--- src/rtl/tinyalu_pkg.sv ---
// tinyalu_pkg: shared op encodings, legality check and issuer FSM states for the TinyALU front-end
package tinyalu_pkg;
    typedef enum logic [2:0] {
        no_op  = 3'b000,
        add_op = 3'b001,
        and_op = 3'b010,
        xor_op = 3'b011,
        mul_op = 3'b100
    } operation_t;

    typedef enum logic [2:0] {IDLE, ISSUE, NOP, WAIT_LOW, HOLD} issuer_state_t;

    function automatic logic is_legal_op(input logic [2:0] op);
        return op <= mul_op;
    endfunction
endpackage

--- src/rtl/alu_cmd_fifo.sv ---
// alu_cmd_fifo: synchronous FIFO of W-bit entries with occupancy count and async reset
module alu_cmd_fifo #(
    parameter int W     = 8,
    parameter int DEPTH = 4
) (
    input  logic                           clk,
    input  logic                           reset,
    input  logic                           push,
    input  logic                           pop,
    input  logic [W-1:0]                   wr_data,
    output logic [W-1:0]                   rd_data,
    output logic                           full,
    output logic                           empty,
    output logic [$clog2(DEPTH+1)-1:0]     count
);
    localparam int AW = $clog2(DEPTH);
    localparam int CW = $clog2(DEPTH+1);
    logic [W-1:0] mem [DEPTH];
    logic [AW-1:0] wr_ptr, rd_ptr;
    assign full    = count == CW'(DEPTH);
    assign empty   = count == '0;
    assign rd_data = mem[rd_ptr];
    always_ff @(posedge clk or posedge reset)
        if (reset) begin
            wr_ptr <= '0;
            rd_ptr <= '0;
            count  <= '0;
        end else begin
            if (push) wr_ptr <= wr_ptr + 1'b1;
            if (pop) rd_ptr <= rd_ptr + 1'b1;
            count <= count + CW'(push) - CW'(pop);
        end
    always_ff @(posedge clk)
        if (push) mem[wr_ptr] <= wr_data;
endmodule

--- src/rtl/alu_cmd_issuer.sv ---
// alu_cmd_issuer: queues (op, a, b) instructions, issues them over start/done and returns tagged results
module alu_cmd_issuer
    import tinyalu_pkg::*;
#(
    parameter int DATA_W  = 8,
    parameter int DEPTH   = 4,
    parameter int TAG_W   = 4,
    parameter int TIMEOUT = 64
) (
    input  logic                       clk,
    input  logic                       reset,
    input  logic                       in_valid,
    output logic                       in_ready,
    input  logic [2:0]                 in_op,
    input  logic [DATA_W-1:0]          in_a,
    input  logic [DATA_W-1:0]          in_b,
    output logic                       alu_start,
    output logic [2:0]                 alu_op,
    output logic [DATA_W-1:0]          alu_a,
    output logic [DATA_W-1:0]          alu_b,
    input  logic                       alu_done,
    input  logic [2*DATA_W-1:0]        alu_result,
    output logic                       out_valid,
    input  logic                       out_ready,
    output logic [2*DATA_W-1:0]        out_result,
    output logic [TAG_W-1:0]           out_tag,
    output logic                       out_err,
    output logic [$clog2(DEPTH+1)-1:0] fifo_count,
    output logic                       busy
);
    typedef struct packed {
        logic [2:0]        op;
        logic [DATA_W-1:0] a;
        logic [DATA_W-1:0] b;
        logic [TAG_W-1:0]  tag;
    } entry_t;
    localparam int WD_W = $clog2(TIMEOUT+1);

    issuer_state_t state, next;
    entry_t head, push_entry;
    logic [TAG_W-1:0] tag;
    logic [WD_W-1:0] wd;
    logic full, empty, push, pop, timeout;

    assign in_ready   = !full;
    assign push       = in_valid && in_ready;
    assign pop        = state == IDLE && !empty;
    assign push_entry = {in_op, in_a, in_b, tag};
    assign timeout    = state == ISSUE && !alu_done && wd == WD_W'(TIMEOUT - 1);
    assign alu_start  = state == ISSUE || state == NOP;
    assign out_valid  = state == HOLD;
    assign busy       = state != IDLE || fifo_count != '0;

    alu_cmd_fifo #(.W($bits(entry_t)), .DEPTH(DEPTH)) fifo (
        .clk(clk),
        .reset(reset),
        .push(push),
        .pop(pop),
        .wr_data(push_entry),
        .rd_data(head),
        .full(full),
        .empty(empty),
        .count(fifo_count)
    );

    always_comb begin
        next = state;
        case (state)
            IDLE:     if (!empty) next = head.op == no_op ? NOP : is_legal_op(head.op) ? ISSUE : HOLD;
            ISSUE:    next = alu_done ? WAIT_LOW : timeout ? HOLD : ISSUE;
            NOP:      next = IDLE;
            WAIT_LOW: if (!alu_done) next = HOLD;
            HOLD:     if (out_ready) next = IDLE;
            default:  next = IDLE;
        endcase
    end

    // Illegal ops never load the ALU-side registers, so the core sees nothing
    always_ff @(posedge clk or posedge reset)
        if (reset) begin
            state      <= IDLE;
            tag        <= '0;
            wd         <= '0;
            alu_op     <= '0;
            alu_a      <= '0;
            alu_b      <= '0;
            out_result <= '0;
            out_tag    <= '0;
            out_err    <= 1'b0;
        end else begin
            state <= next;
            wd    <= state == ISSUE ? wd + 1'b1 : '0;
            if (push) tag <= tag + 1'b1;
            if (pop) begin
                out_tag    <= head.tag;
                out_err    <= !is_legal_op(head.op);
                out_result <= '0;
            end
            if (pop && is_legal_op(head.op)) begin
                alu_op <= head.op;
                alu_a  <= head.a;
                alu_b  <= head.b;
            end
            if (state == ISSUE && alu_done) out_result <= alu_result;
            if (timeout) out_err <= 1'b1;
        end
endmodule

--- config.mk ---
export PLATFORM = sky130hd
export DESIGN_NAME = alu_cmd_issuer
export DESIGN_NICKNAME = d
export VERILOG_FILES = /design/src/rtl/tinyalu_pkg.sv /design/src/rtl/alu_cmd_fifo.sv /design/src/rtl/alu_cmd_issuer.sv
export SDC_FILE = /design/constraint.sdc
export NUM_CORES = 1
export LEC_CHECK = 0
export ABC_AREA = 1
export CAP_MARGIN = 10
export CORE_ASPECT_RATIO = 0.5
export CORE_MARGIN = 5
export CORE_UTILIZATION = 49
export DETAILED_ROUTE_END_ITERATION = 8
export PLACE_DENSITY = 0.75
export SYNTH_ARGS = -nofsm -noshare
export SYNTH_HDL_FRONTEND = slang
export SYNTH_SLANG_ARGS = --single-unit
export TNS_END_PERCENT = 100
--- constraint.sdc ---
create_clock -name clk -period 2 [get_ports clk]
set_input_delay 0.4 -clock clk [delete_from_list [all_inputs] [get_ports clk]]
set_output_delay 0.4 -clock clk [all_outputs]
set_load 0.03 [all_outputs]
==> results of run 1 <==
registers in the layout, summed over array words and instances, names as in the netlist, 4 cells and up:
name,count
fifo.mem,92
out_tag,4
wd,7
alu_a,8
tag,4
alu_b,8
out_result,16
cells in the mapped netlist (2+ instances only):
library cell / n
xor2_1: 4
buf_6: 3
nor2_1: 62
buf_4: 4
nand3_2: 2
ha_1: 10
nand3_1: 49
o22ai_1: 20
dfrtp_1: 61
buf_2: 10
nor3_1: 3
inv_1: 22
a21oi_1: 4
o21ai_2: 3
edfxtp_1: 92
o21ai_0: 43
nand2_1: 117
clkbuf_1: 8
xnor2_1: 4
inv_2: 4
nand2_2: 2
report_power, final:
part	internal (mW)	total, mW	switching, mW
Sequential	4.40	4.86	0.458
Combinational	2.23	5.87	3.64
Clock	2.08	3.30	1.22
critical path: cells and delay by family, from the launching register on:
kind | cells | cell delay, ps
buffers and inverters | 3 | 570
flip-flops | 1 | 430
AND/OR/NAND/NOR | 1 | 110
cells by family after synthesis:
family | after synthesis | synth area share
simple gates | 238 | 0.1634
fa+ha+maj | 11 | 0.02363
buf+inv | 52 | 0.04033
flops | 153 | 0.6983
xor+xnor | 8 | 0.01141
compound gates | 70 | 0.06295
layer usage:
layer	up-vias	share of wire	global-route usage
li1	2052	-	-
met1	2013	0.43	0.2375
met2	138	0.49	0.3304
met3	24	0.060	0.04991
met4	0	0.017	0.08027
met5	-	0	0
worst min path at each step:
stage / depth (start not counted) / slack, ps / endpoint / startpoint
after global routing: 2 / 340 / alu_b[3]$_DFFE_PP0P_ / reset
after floorplan: 1 / 430 / wd[0]$_DFF_PP0_ / wd[0]$_DFF_PP0_
after global placement: 1 / 440 / wd[0]$_DFF_PP0_ / wd[0]$_DFF_PP0_
after CTS: 2 / 310 / state[0]$_DFFE_PP0P_ / reset
final: 2 / 320 / alu_b[3]$_DFFE_PP0P_ / reset
after detailed placement: 1 / 460 / wd[0]$_DFF_PP0_ / wd[0]$_DFF_PP0_
cells in the final DEF, fill, tap and decap left out, drive strengths merged:
cell | synthesis | final
o21ai | 46 | 46
o22ai | 20 | 20
clkinvlp | 0 | 3
clkbuf | 8 | 22
ha | 10 | 10
fa | 1 | 1
inv | 27 | 26
nand3 | 51 | 51
buf | 17 | 34
xnor2 | 4 | 4
nand2 | 120 | 120
nor2 | 63 | 63
dlymetal6s2s | 0 | 1
bufinv | 0 | 4
clkinv | 0 | 6
clkdlybuf4s50 | 0 | 81
a21oi | 4 | 4
xor2 | 4 | 4
dlygate4sd2 | 0 | 2
dfrtp | 61 | 61
edfxtp | 92 | 92
nor3 | 3 | 3
nand3b | 1 | 1
metrics by stage:
step | cells | setup WS (ps) | area [sq um] | TNS (ps) | util
3_3_place_gp | 787 | -49.54 | 7413 | -68.26 | 0.6151
2_1_floorplan | 532 | 8.652 | 6191 | 0 | -
6_report | 824 | 86.71 | 8056 | 0 | 0.6685
4_1_cts | 819 | -102.4 | 8024 | -102.4 | 0.6658
3_5_place_dp | 787 | -80.68 | 7413 | -132.8 | 0.6151
5_1_grt | 824 | 0.8049 | 8056 | 0 | 0.6685
final cells by class:
cell class                 count  share of cell area
multi-input combinational    327              0.2033
tap                          165             0.02563
sequential                   153              0.5328
clock buffer                  20             0.05420
inverter                      27             0.01398
clock inverter                12             0.02190
timing repair buffer         120              0.1482
repair_timing:
item                       CTS  global route
hold endpoints to repair     0             0
resized for setup            5             6
pin swaps                    0             2
setup endpoints to repair    4             5
hold buffers                 0             0
buffers inserted             0             5
==> reports/metrics.csv, run 1 <==
stage,metric,value,unit
synthesis,sequential area share after synthesis,0.6983,
sta,maximum clock frequency,0.5227,GHz
synthesis,synthesis-stage register bit count,153,
worst_setup_path,R2R Path End,fifo.count[2]$_DFF_PP0_,
synthesis,Post-synth EDFFs,92,
sta,Worst Clk Skew,10.38,ps
clock_network,Clock Tree Root,clkbuf_16,
detailed_routing,vias,4227,
worst_setup_path,R2R cell count,10,
sta,RSZ-0062 raised after global routing,false,
detailed_routing,drt via density,5.130,
sta,Slew HR,0.7545,
die,Initial Utilization,0.5097,
synthesis,synthesized area,6142,sq um
outcome,outcome,"complete, no violations",
detailed_routing,drt first-iter violations,295,
final_layout,Multi-input gate area,1638,sq um
global_routing,first-pass GRT wire length,21.75,mm
synthesis,Post-Syn Area per Cell,11.55,sq um
synthesis,dominant synthesized flop cell,edfxtp_1,
clock_network,CTS H-tree lvls,4,
sta,Hold WS,316.3,ps
worst_setup_path,reg-to-reg startpoint,fifo.count[0]$_DFF_PP0_,
sta,fin crit period,1913,ps
die,die width,168.3,microns
run,max-cap violation count,0,
die,core area,12050,sq um
worst_setup_path,max incr delay on CP,430,ps
synthesis,Mapped Nets,583,
sta,period utilization,0.9566,
hold_path,type of the tightest min-delay check,in -> async,
die,num rows,28,
synthesis,Synth area leader,edfxtp_1,
die,die height,89.17,microns
detailed_routing,total wire length,13.48,mm
worst_setup_path,Critical path destination,in_ready,
clock_network,maximum root-to-sink buffer count,2,
worst_setup_path,crit path max-delay cell type,dfrtp_2,
worst_setup_path,CP Cell Sequence,"inv_4, buf_4, nand3_4, dlygate4sd2_1",
clock_network,insertion delay to the later sink of the worst-skew pair,420,ps
sta,Least-Margin Pin Slew,367.5,ps
sta,setup violators final,0,
worst_setup_path,crit path max fanout,5,
sta,Hold Fails Final Rpt,0,
final_layout,Filler Cell Count,863,
die,die outline area,15010,sq um
clock_network,clk sinks,153,
clock_network,clock-pin transition on the worst setup and hold timing paths,60,ps
power_and_ir_drop,total power,14.03,mW
synthesis,yosys warns,0,
worst_setup_path,crit path from,fifo.count[1]$_DFF_PP0_,
clock_network,CTS tree,yes,
global_routing,vias in the first global route,4266,
detailed_routing,DRC Markers,0,
worst_setup_path,CP Launch Type,register,
synthesis,Syn Inst Count,532,
global_routing,Total Routing Usage GR,0.1921,
placed_design,port buffer count,86,
synthesis,post-synthesis async set-or-reset flop share,0.3987,
placed_design,GPL Wtd Cong,0.7838,
power_and_ir_drop,Leak,3.328,nW
final_layout,Reg area,4293,sq um
global_routing,GRT Residual Overflow,0,
worst_setup_path,WS Path Type,reg -> out,
synthesis,largest cells by area after synthesis,"edfxtp_1 45%, dfrtp_1 25%, nand2_1 7.2%, nand3_1 4.0%, nor2_1 3.8%",
synthesis,top-area cell type share of the netlist area,0.4498,
global_routing,antenna violations before repair,0,
placed_design,Detailed Place HPWL,8.379,mm
worst_setup_path,CP required,1600,ps
power_and_ir_drop,power per standard cell area,1742,nW/um^2
global_routing,maximum number of pins on one net before global-route repair,28,
power_and_ir_drop,worst vdd ir,0.6994,mV
die,IO Count,87,
clock_network,Num CTS Buffers,17,
detailed_routing,drt wl/cell,16.36,microns
worst_setup_path,crit end category,output port,
final_layout,area grow syn2layout,31.17,%
final_layout,layout cell share with drive strength beyond 1,0.1442,
worst_setup_path,R2R Setup Slk,110,ps
worst_setup_path,Arrival @ worst endpoint,1510,ps
detailed_routing,Final ANT Viol Nets,0,
sta,Final Max Slew Viols,0,
final_layout,antenna diode count,0,
final_layout,Layout Nets,697,
detailed_routing,TritonRoute pass-1 iters,5,
synthesis,Synth cell types,26,
(Power assumes the default switching activity.)
==> run 2: changes to the inputs <==
--- a/config.mk
+++ b/config.mk
@@ -9,10 +9,11 @@
 export CAP_MARGIN = 10
 export CORE_ASPECT_RATIO = 0.5
 export CORE_MARGIN = 5
-export CORE_UTILIZATION = 49
+export CORE_UTILIZATION = 35
+export CTS_BUF_LIST = sky130_fd_sc_hd__clkbuf_8 sky130_fd_sc_hd__clkbuf_16
 export DETAILED_ROUTE_END_ITERATION = 8
-export PLACE_DENSITY = 0.75
+export PLACE_DENSITY = 0.56
 export SYNTH_ARGS = -nofsm -noshare
 export SYNTH_HDL_FRONTEND = slang
 export SYNTH_SLANG_ARGS = --single-unit
-export TNS_END_PERCENT = 100
+export TNS_END_PERCENT = 1
==> reports/metrics.csv, run 2 (synthesized netlist as in run 1, its figures left out) <==
stage,metric,value,unit
placed_design,port buffer count,86,
run,max-cap violation count,0,
final_layout,top flop regs,"fifo.mem x92, out_result x16",
die,die width,197.3,microns
clock_network,CTS tree,yes,
placed_design,Post-DP Area,7555,sq um
global_routing,Total Routing Usage GR,0.1409,
die,die height,103.7,microns
sta,Worst Clk Skew,14.36,ps
detailed_routing,drt via density,4.688,
final_layout,max FFs per register,92,
clock_network,CTS H-tree lvls,4,
final_layout,area grow syn2layout,33.47,%
final_layout,final core utilization,0.4735,
detailed_routing,total wire length,14.00,mm
detailed_routing,drt wl/cell,15.60,microns
final_layout,Reg area,4294,sq um
worst_setup_path,Arrival @ worst endpoint,2270,ps
power_and_ir_drop,worst vdd ir,0.8585,mV
global_routing,GRT Residual Overflow,0,
die,Initial Utilization,0.3547,
global_routing,first-pass GRT wire length,22.78,mm
final_layout,Layout Cells excl Fill,897,
outcome,outcome,"complete, no violations",
detailed_routing,DRC Markers,0,
final_layout,final instance area,8198,sq um
final_layout,Top reg by flops,fifo.mem,
clock_network,insertion delay to the later sink of the worst-skew pair,420,ps
clock_network,clock-pin transition on the worst setup and hold timing paths,70,ps
clock_network,maximum root-to-sink buffer count,2,
detailed_routing,drt first-iter violations,307,
sta,sum of negative setup slack,0,ps
sta,Slew HR,0.7369,
global_routing,maximum number of pins on one net before global-route repair,45,
worst_setup_path,CP Launch Type,register,
die,core area,17310,sq um
die,IO Count,87,
power_and_ir_drop,total power,14.23,mW
sta,maximum clock frequency,0.5066,GHz
placed_design,GPL Wtd Cong,0.7497,
placed_design,dpl cells,861,
clock_network,Num CTS Buffers,17,
final_layout,Multi-input gate area,1663,sq um
final_layout,Filler Cell Count,1575,
placed_design,Detailed Place HPWL,8.938,mm
detailed_routing,vias,4205,
worst_setup_path,WS Path Type,reg -> reg,
final_layout,antenna diode count,0,
sta,Hold Fails Final Rpt,0,
sta,Least-Margin Pin Slew,393.5,ps
detailed_routing,Final ANT Viol Nets,0,
sta,fin crit period,1974,ps
worst_setup_path,crit end category,register,
sta,RSZ-0062 raised after global routing,true,
global_routing,antenna violations before repair,0,
power_and_ir_drop,Leak,3.336,nW
die,die outline area,20460,sq um
worst_setup_path,crit path max fanout,3,
hold_path,type of the tightest min-delay check,in -> async,
clock_network,clk sinks,153,
global_routing,vias in the first global route,4278,
sta,period utilization,0.9869,
final_layout,"commonest non-fill, non-tap cell in the layout",nand2_1,
worst_setup_path,CP required,2300,ps
sta,setup violators final,0,
detailed_routing,TritonRoute pass-1 iters,4,
final_layout,most frequent cells in the layout,"116 x nand2_1, 92 x edfxtp_1, 81 x clkdlybuf4s50_1, 57 x nor2_1, 57 x dfrtp_1",
die,num rows,34,
sta,Final Max Slew Viols,0,
final_layout,layout cell share with drive strength beyond 1,0.1614,
final_layout,Layout Nets,701,
power_and_ir_drop,power per standard cell area,1735,nW/um^2
clock_network,Clock Tree Root,clkbuf_16,
## run 2: cell count changes in the layout (fill, tap and decap cells not counted), sizes merged
| cell | delta |
|---|---|
| buf | +3 |
| clkbuf | -2 |
| inv | +8 |
| clkinvlp | +2 |
| bufinv | -3 |
| clkinv | -4 |
| dlygate4sd2 | -1 |
| clkdlybuf4s15 | +1 |
## run 2: path summary, 6_finish.rpt
check	slack (ps)	end	cells past startpoint	start
max reg2reg	30	fifo.count[2]$_DFF_PP0_	10	fifo.count[0]$_DFF_PP0_
min reg2reg	460	wd[0]$_DFF_PP0_	1	wd[0]$_DFF_PP0_
max in group asynchronous	1350	fifo.rd_ptr[0]$_DFFE_PP0P_	3	reset
max	30	fifo.count[2]$_DFF_PP0_	10	fifo.count[0]$_DFF_PP0_
min in group clk	460	wd[0]$_DFF_PP0_	1	wd[0]$_DFF_PP0_
min	390	state[2]$_DFFE_PP0P_	3	reset
## run 2: timing repair
item | CTS | global route
hold buffers | 0 | 0
endpoints found under the setup margin | 4 | 28
gates resized for setup | 5 | 15
pin swaps | 0 | 2
cloned | 0 | 1
buffers inserted | 0 | 3
## run 2: power by group
group	total [mW]	leakage, nW	internal, mW	switching, mW
clock	3.22	0.286	1.80	1.42
combinational	6.16	1.43	2.46	3.70
sequential	4.85	1.62	4.40	0.453
## run 2: cell type report
cell class / instances / share of cell area
Multi-Input combinational cell: 327 / 0.2028
Sequential cell: 153 / 0.5238
Timing Repair Buffer: 123 / 0.1516
Inverter: 27 / 0.01389
Clock inverter: 14 / 0.01801
Timing Repair inverter: 1 / 0.0006105
Clock buffer: 18 / 0.05357
Tap cell: 234 / 0.03571
## run 2: layer usage
metal  global-route usage  vias up  routed length (microns)
met4              0.04006        0                      158
met5                    0        -                        0
li1                     -     2053                        -
met2               0.2182       88                     6493
met3              0.03438       13                      650
met1               0.1980     2051                     6693
## run 2: metrics by stage
| stage | setup slack [ps] | hold WS [ps] |
|---|---|---|
| after global placement | -63.66 | 445.7 |
| after global routing | -56.84 | 436.9 |
| final | 26.11 | 386.0 |
| after detailed placement | -89.24 | 458.9 |
| after CTS | -118.0 | 405.3 |
| after floorplan | -25.67 | 432.9 |
## run 2: worst max-delay path, stage by stage (launching register included)
cell and delay [ps]:
dfrtp_2 420, inv_2 90, nand3b_1 140, buf_4 180
nand2_4 60, inv_4 40, ha_4 250, inv_2 30
ha_2 160, fa_2 330, xor2_1 170
